## config.mk

```make
export PLATFORM = sky130hd
export DESIGN_NAME = term_line_editor
export DESIGN_NICKNAME = d
export VERILOG_FILES = /design/src/rtl/term_pkg.sv /design/src/rtl/term_line_buffer.sv /design/src/rtl/term_line_editor.sv
export SDC_FILE = /design/constraint.sdc
export NUM_CORES = 1
export LEC_CHECK = 0
export CORE_MARGIN = 4
export CORE_UTILIZATION = 25
export CTS_BUF_LIST = sky130_fd_sc_hd__clkbuf_8
export DETAILED_ROUTE_END_ITERATION = 10
export DONT_BUFFER_PORTS = 1
export PLACE_DENSITY = 0.41
export SKIP_LAST_GASP = 1
export SLEW_MARGIN = 20
export SYNTH_ARGS = -nofsm -noshare
export SYNTH_HDL_FRONTEND = slang
export SYNTH_HIERARCHICAL = 1
export SYNTH_SLANG_ARGS = --single-unit
```

## constraint.sdc

```tcl
create_clock -name pixel_clk_in -period 4.26 [get_ports pixel_clk_in]
set_input_delay 0.639 -clock pixel_clk_in [delete_from_list [all_inputs] [get_ports pixel_clk_in]]
set_output_delay 0.639 -clock pixel_clk_in [all_outputs]
set_load 0.05 [all_outputs]
```

## src/rtl/term_pkg.sv

```systemverilog
// Shared encodings for the terminal line editor: event types, controller states, blank cell code.
package term_pkg;

   typedef enum logic [1:0] {
      EV_CHAR  = 2'b00,
      EV_ENTER = 2'b01,
      EV_BKSP  = 2'b10,
      EV_NONE  = 2'b11
   } ev_type_e;

   typedef enum logic [1:0] {
      ST_INIT,
      ST_IDLE,
      ST_EMIT,
      ST_CLEAR
   } state_e;

   localparam logic [7:0] SPACE_CHAR = 8'h20;

endpackage

```

## src/rtl/term_line_buffer.sv

```systemverilog
// Captures the characters of the line being typed; writes append at len, reads are by index.
// Characters past MAX_LINE are dropped and flagged through a sticky trunc bit.
module term_line_buffer
   import term_pkg::*;
#(
   parameter  int MAX_LINE = 32,
   localparam int IW       = (MAX_LINE > 1) ? $clog2(MAX_LINE) : 1,
   localparam int LW       = $clog2(MAX_LINE + 1)
) (
   input  logic          clk,
   input  logic          rst,
   input  logic          wr_en,
   input  logic [7:0]    wr_char,
   input  logic          del_en,
   input  logic          clr,
   input  logic [IW-1:0] rd_idx,
   output logic [7:0]    rd_char,
   output logic [LW-1:0] len,
   output logic          trunc
);

   logic [7:0] mem [MAX_LINE];
   logic       has_room;

   assign has_room = (len < LW'(MAX_LINE));

   always_ff @(posedge clk or posedge rst) begin
      if (rst) begin
         len   <= '0;
         trunc <= 1'b0;
      end else if (clr) begin
         len   <= '0;
         trunc <= 1'b0;
      end else if (wr_en) begin
         if (has_room) begin
            len <= len + 1'b1;
         end else begin
            trunc <= 1'b1;
         end
      end else if (del_en && (len != '0)) begin
         len <= len - 1'b1;
      end
   end

   // Storage holds no state worth resetting; len alone defines what is valid.
   always_ff @(posedge clk) begin
      if (wr_en && !clr && has_room) begin
         mem[len[IW-1:0]] <= wr_char;
      end
   end

   assign rd_char = (int'(rd_idx) < MAX_LINE) ? mem[rd_idx] : SPACE_CHAR;

endmodule

```

## src/rtl/term_line_editor.sv

```systemverilog
// Turns keyboard events into character-grid writes and streams completed lines downstream.
// Blanks the grid after reset, auto-wraps at the right edge and clears each new row before use.
module term_line_editor
   import term_pkg::*;
#(
   parameter  int SCREEN_WIDTH  = 76,
   parameter  int SCREEN_HEIGHT = 44,
   parameter  int MAX_LINE      = 32,
   parameter  int SCROLL_MODE   = 1,
   localparam int AW = $clog2(SCREEN_WIDTH * SCREEN_HEIGHT),
   localparam int CW = $clog2(SCREEN_WIDTH),
   localparam int RW = $clog2(SCREEN_HEIGHT),
   localparam int IW = (MAX_LINE > 1) ? $clog2(MAX_LINE) : 1,
   localparam int LW = $clog2(MAX_LINE + 1)
) (
   input  logic          pixel_clk_in,
   input  logic          rst_in,
   input  logic          ev_valid,
   output logic          ev_ready,
   input  logic [1:0]    ev_type,
   input  logic [7:0]    ev_char,
   output logic          tg_we,
   output logic [AW-1:0] tg_addr,
   output logic [7:0]    tg_input,
   output logic [CW-1:0] cursor_col,
   output logic [RW-1:0] cursor_row,
   output logic [RW-1:0] top_row,
   output logic          ln_valid,
   input  logic          ln_ready,
   output logic [7:0]    ln_char,
   output logic          ln_last,
   output logic          ln_trunc,
   output logic          busy
);

   state_e        state;
   logic [AW-1:0] init_addr;
   logic [CW-1:0] clr_col;
   logic [IW-1:0] emit_idx;
   logic          full;

   logic          acc;
   logic          lb_wr;
   logic          lb_del;
   logic          lb_clr;
   logic [IW-1:0] lb_rd_idx;
   logic [7:0]    lb_rd_char;
   logic [LW-1:0] lb_len;
   logic          lb_trunc;

   logic          row_wrap;
   logic [RW-1:0] row_next;
   logic [RW-1:0] top_next;
   logic          do_nl;

   function automatic logic [AW-1:0] grid_addr(input logic [RW-1:0] r, input logic [CW-1:0] c);
      return AW'(int'(r) * SCREEN_WIDTH + int'(c));
   endfunction

   // ev_ready is only ever high in IDLE, so acc implies IDLE.
   assign acc       = ev_valid & ev_ready;
   assign lb_wr     = acc && (ev_type == EV_CHAR);
   assign lb_del    = acc && (ev_type == EV_BKSP) && (cursor_col != '0);
   assign lb_clr    = (state == ST_EMIT) && ln_valid && ln_ready && ln_last;
   assign lb_rd_idx = (state == ST_EMIT) ? emit_idx + 1'b1 : '0;

   assign row_wrap = (cursor_row == RW'(SCREEN_HEIGHT - 1));
   assign row_next = row_wrap ? '0 : cursor_row + 1'b1;
   assign top_next = (SCROLL_MODE == 1 && (full || row_wrap))
                     ? ((row_next == RW'(SCREEN_HEIGHT - 1)) ? '0 : row_next + 1'b1)
                     : '0;

   // Every path that moves to a fresh row: right-edge wrap, empty enter, end of line stream.
   assign do_nl = (lb_wr && (cursor_col == CW'(SCREEN_WIDTH - 1)))
                | (acc && (ev_type == EV_ENTER) && (lb_len == '0))
                | lb_clr;

   term_line_buffer #(
      .MAX_LINE (MAX_LINE)
   ) u_line_buffer (
      .clk     (pixel_clk_in),
      .rst     (rst_in),
      .wr_en   (lb_wr),
      .wr_char (ev_char),
      .del_en  (lb_del),
      .clr     (lb_clr),
      .rd_idx  (lb_rd_idx),
      .rd_char (lb_rd_char),
      .len     (lb_len),
      .trunc   (lb_trunc)
   );

   always_ff @(posedge pixel_clk_in or posedge rst_in) begin
      if (rst_in) begin
         state      <= ST_INIT;
         ev_ready   <= 1'b0;
         tg_we      <= 1'b0;
         tg_addr    <= '0;
         tg_input   <= '0;
         cursor_col <= '0;
         cursor_row <= '0;
         top_row    <= '0;
         ln_valid   <= 1'b0;
         ln_char    <= '0;
         ln_last    <= 1'b0;
         ln_trunc   <= 1'b0;
         busy       <= 1'b1;
         init_addr  <= '0;
         clr_col    <= '0;
         emit_idx   <= '0;
         full       <= 1'b0;
      end else begin
         tg_we <= 1'b0;
         case (state)
            ST_INIT: begin
               tg_we     <= 1'b1;
               tg_addr   <= init_addr;
               tg_input  <= SPACE_CHAR;
               init_addr <= init_addr + 1'b1;
               if (init_addr == AW'(SCREEN_WIDTH * SCREEN_HEIGHT - 1)) begin
                  state    <= ST_IDLE;
                  ev_ready <= 1'b1;
                  busy     <= 1'b0;
               end
            end
            ST_IDLE: begin
               if (acc) begin
                  case (ev_type)
                     EV_CHAR: begin
                        tg_we      <= 1'b1;
                        tg_addr    <= grid_addr(cursor_row, cursor_col);
                        tg_input   <= ev_char;
                        cursor_col <= cursor_col + 1'b1;
                     end
                     EV_BKSP: begin
                        if (cursor_col != '0) begin
                           tg_we      <= 1'b1;
                           tg_addr    <= grid_addr(cursor_row, cursor_col - 1'b1);
                           tg_input   <= SPACE_CHAR;
                           cursor_col <= cursor_col - 1'b1;
                        end
                     end
                     EV_ENTER: begin
                        if (lb_len != '0) begin
                           state    <= ST_EMIT;
                           ev_ready <= 1'b0;
                           busy     <= 1'b1;
                           ln_valid <= 1'b1;
                           ln_char  <= lb_rd_char;
                           ln_last  <= (lb_len == LW'(1));
                           ln_trunc <= lb_trunc;
                           emit_idx <= '0;
                        end
                     end
                     default: ;
                  endcase
               end
            end
            ST_EMIT: begin
               if (ln_valid && ln_ready) begin
                  if (ln_last) begin
                     ln_valid <= 1'b0;
                     ln_last  <= 1'b0;
                     ln_trunc <= 1'b0;
                  end else begin
                     emit_idx <= emit_idx + 1'b1;
                     ln_char  <= lb_rd_char;
                     ln_last  <= (int'(emit_idx) + 2 == int'(lb_len));
                  end
               end
            end
            ST_CLEAR: begin
               tg_we    <= 1'b1;
               tg_addr  <= grid_addr(cursor_row, clr_col);
               tg_input <= SPACE_CHAR;
               clr_col  <= clr_col + 1'b1;
               if (clr_col == CW'(SCREEN_WIDTH - 1)) begin
                  state    <= ST_IDLE;
                  ev_ready <= 1'b1;
                  busy     <= 1'b0;
               end
            end
            default: state <= ST_INIT;
         endcase

         // Placed after the case so it overrides the per-state cursor/state updates.
         if (do_nl) begin
            state      <= ST_CLEAR;
            ev_ready   <= 1'b0;
            busy       <= 1'b1;
            cursor_row <= row_next;
            cursor_col <= '0;
            clr_col    <= '0;
            full       <= full | row_wrap;
            top_row    <= top_next;
         end
      end
   end

endmodule

```

==> flow_metrics.env <==
export IMPL_cp_startpoint="cursor_row[1]"
export IMPL_synthCells=1140
export IMPL_drc=0
export IMPL_ys_ff_latch=343
export IMPL_rows=92
export IMPL_crit_family="adder cells"
export IMPL_ys_types=84
export IMPL_rsz0062_at_grt="false"
export IMPL_clock_path_buffers=3
export IMPL_yosysMostFrequentCell="edfxtp_1"
export IMPL_fin_crit_ns=3.552
export IMPL_yosysWarnings=6
export IMPL_wl_um=44140
export IMPL_grt_usage_pct=13.05
export IMPL_cts_htree_levels=2
export IMPL_drv_cap=0
export IMPL_clock_latency_ns=0.67
export IMPL_ctsHoldBuffers=21
export IMPL_cts_setup_buffers=0
export IMPL_slew_limit_headroom_pct=40.37
export IMPL_grt_max_degree=68
export IMPL_critPathLaunchType="flip-flop"
export IMPL_core_area_um2=63080
export IMPL_layout_drive_gt1_share_pct=12.90
export IMPL_fillers=6511
export IMPL_die_y_um=260.3
export IMPL_yosys_area_top_type="edfxtp_1"
export IMPL_fin_util_pct=29.21
export IMPL_insertedDiodeCount=0
export IMPL_stdcell_count=2110
export IMPL_crit_buf_inv=0
export IMPL_cts_root_buf="clkbuf_8"
export IMPL_clkPwrFrac_pct=44.5
export IMPL_seq_power_share_pct=54.6
export IMPL_swShare_pct=22.11
export IMPL_initial_core_util_pct=25.22
export IMPL_drt_iter0_drc=507
export IMPL_gp_congestion=0.7659
export IMPL_antenna_found_initial=2
export IMPL_synth_area_top_cells="edfxtp_1 48%, dfrtp_1 14%, mux2i_1 4.3%"
export IMPL_cts_tree="yes"
export IMPL_ctsResizeCount=0
export IMPL_drt_pass1_iterations=5
export IMPL_wire_per_inst_um=20.92
export IMPL_slowest_delay_ns=0.74
export IMPL_grt_pass1_vias=10040
export IMPL_endpoint_kind="flip-flop"
export IMPL_ys_seq_area_share_pct=62.01
export IMPL_ioPinCount=67
export IMPL_dp_cells=1974
export IMPL_p_leak_nw=6.550
export IMPL_path_clk_slew_ns=0.06
export IMPL_holdWs_ns=0.03750
export IMPL_crit_required_ns=4.76
export IMPL_max_freq_mhz=281.5
export IMPL_syn_nets=1204
export IMPL_r2r_start="cursor_row[1]"
export IMPL_worst_path_most_repeated_cell="ha_1"
export IMPL_ff2ff_path_depth=9
export IMPL_final_hold_violation_count=0
export IMPL_drv_slew=0
export IMPL_grt_overflow=0
export IMPL_clock_sinks=343
export IMPL_powerDensity_nw_per_um2=357.6
export IMPL_vias_per_cell=4.579
export IMPL_synth_edf_count=256
export IMPL_ys_top_cells_by_count="256 x edfxtp_1, 95 x nor2_1, 86 x dfrtp_1"
export IMPL_hold_class="input pin to async pin"
export IMPL_fp_dieW_um=260.3
export IMPL_worst_r2r_setup_slack_ns=0.71
export IMPL_rr_endpoint="tg_addr[11]"
export IMPL_synth_flop_cell="edfxtp_1"
export IMPL_io_buffer_count=0
export IMPL_cts_buffers=61
export IMPL_synth_top_cell_area_share_pct=48.32
export IMPL_path_max_fanout=6
export IMPL_intPower_w=0.005132
export IMPL_die_area_um2=67740
export IMPL_dr_total_vias=9662
export IMPL_path_cells="ha_1 -> fa_1 -> ha_1 -> o21ai_1 -> a21o_1 -> a311oi_1 -> or3_1 -> mux2i_1 -> a41oi_1"
export IMPL_crit_cells=9
export IMPL_synth_async_sr_flop_share_pct=25.36
export IMPL_area_growth_pct=15.82
export IMPL_critPathKind="flip-flop to flip-flop"
export IMPL_ir_drop_uv=193.7
export IMPL_syn_area_um2=15910
export IMPL_setup_tns_ns=0
export IMPL_worstPathArrival_ns=4.06
export IMPL_finalNetCount=1276
export IMPL_grt_pass1_wl_um=66580
export IMPL_setup_violations=0
export IMPL_outcome="complete, no violations"
export IMPL_worst_pin_slew_ns=0.8945
export IMPL_fin_crit_sh_pct=83.38
export IMPL_p_switching_w=0.001456
export IMPL_cp_endpoint="tg_addr[11]"
export IMPL_final_antenna_net_count=0
export IMPL_cp_slowest_cell="dfrtp_1"
export IMPL_skew_ns=0.03872
export IMPL_combinationalPowerShare_pct=0.9
export IMPL_avgSynthCellArea_um2=13.96
export IMPL_hpwl_um=27860
cell usage in the layout, fill, tap and decap left out, types with 7 or more instances in the layout:
cell           instances
inv_1                 65
clkinv_1              10
mux4_2                18
nand4_1               10
a21oi_1               34
nor3_1                16
a211oi_1               9
dlygate4sd3_1         21
edfxtp_1             256
mux2_1                10
mux2i_1               68
dfrtp_1               86
o21ai_0               16
ha_1                  45
buf_4                 37
nor2_1                93
a221oi_1               8
clkbuf_8              64
a22oi_1               37
a21o_1                12
xor2_1                11
xnor2_1               43
a22o_1                 9
nand3_1               50
o211ai_1               8
nand2_1               54
a31oi_1               15
nand2b_1              12
mux4_1                14
nor2b_1                7
registers in the layout (all words and copies together), names as in the netlist, 2 cells and up:
signal,flops
state,2
top_row,6
u_line_buffer/mem,256
clr_col,7
emit_idx,5
tg_addr,12
cursor_col,7
init_addr,12
u_line_buffer/len,6
cursor_row,6
ln_char,8
tg_input,8
cell type report:
cell class | instances | area, um2 | area share (%)
well taps | 846 | 1059 | 5.745
inverters | 33 | 126.4 | 0.6859
repair buffers | 60 | 528.0 | 2.866
flip-flops and latches | 343 | 9866 | 53.54
multi-input cells | 713 | 5684 | 30.85
clock inverters | 51 | 281.5 | 1.528
clock buffers | 64 | 880.8 | 4.781
routing by layer:
| layer | up-vias | wire length, um | track usage, % |
|---|---|---|---|
| li1 | 4535 | - | - |
| met1 | 4887 | 19760 | 17.05 |
| met2 | 162 | 21030 | 21.60 |
| met3 | 76 | 2470 | 3.532 |
| met4 | 2 | 862 | 3.280 |
| met5 | - | 14 | 0 |
power groups by stage:
stage | clock [W] | combinational (W) | sequential (W)
floorplan | 0 | 0.0000171 | 0.00367
global placement | 0 | 0.0000257 | 0.00367
detailed placement | 0 | 0.0000257 | 0.00367
CTS | 0.00306 | 0.0000639 | 0.00360
global route | 0.00322 | 0.0000661 | 0.00360
finish | 0.00293 | 0.0000587 | 0.00360
how the worst min path moves through the flow:
| stage | end | start | cells past startpoint | slack, ns |
|---|---|---|---|---|
| floorplan | u_line_buffer/len[0] | rst_in | 1 | 0.44 |
| global placement | u_line_buffer/len[4] | rst_in | 1 | 0.50 |
| detailed placement | u_line_buffer/len[5] | rst_in | 1 | 0.49 |
| CTS | u_line_buffer/mem[31][3] | ev_char[3] | 0 | 0.002 |
| global route | u_line_buffer/mem[28][2] | ev_char[2] | 0 | 0.02 |
| finish | top_row[2] | rst_in | 1 | 0.04 |
metrics by stage:
stage               power, W  setup WS (ns)  area [um2]
floorplan           0.003683         0.9339       15910
global placement    0.003691         0.7404       17050
detailed placement  0.003691         0.6890       17050
CTS                 0.006720         0.6828       18430
global route        0.006879         0.4373       18430
finish              0.006589         0.7082       18430
kinds of logic after synthesis:
family,synth area share [%]
buffers and inverters,2.375
multiplexers,10.20
flip-flops,62.01
adder cells (fa/ha/maj),4.168
AO/OA/AOI/OAI,9.249
XOR/XNOR,2.973
AND/OR/NAND/NOR,9.021
Power figures use the tool's default switching activity.
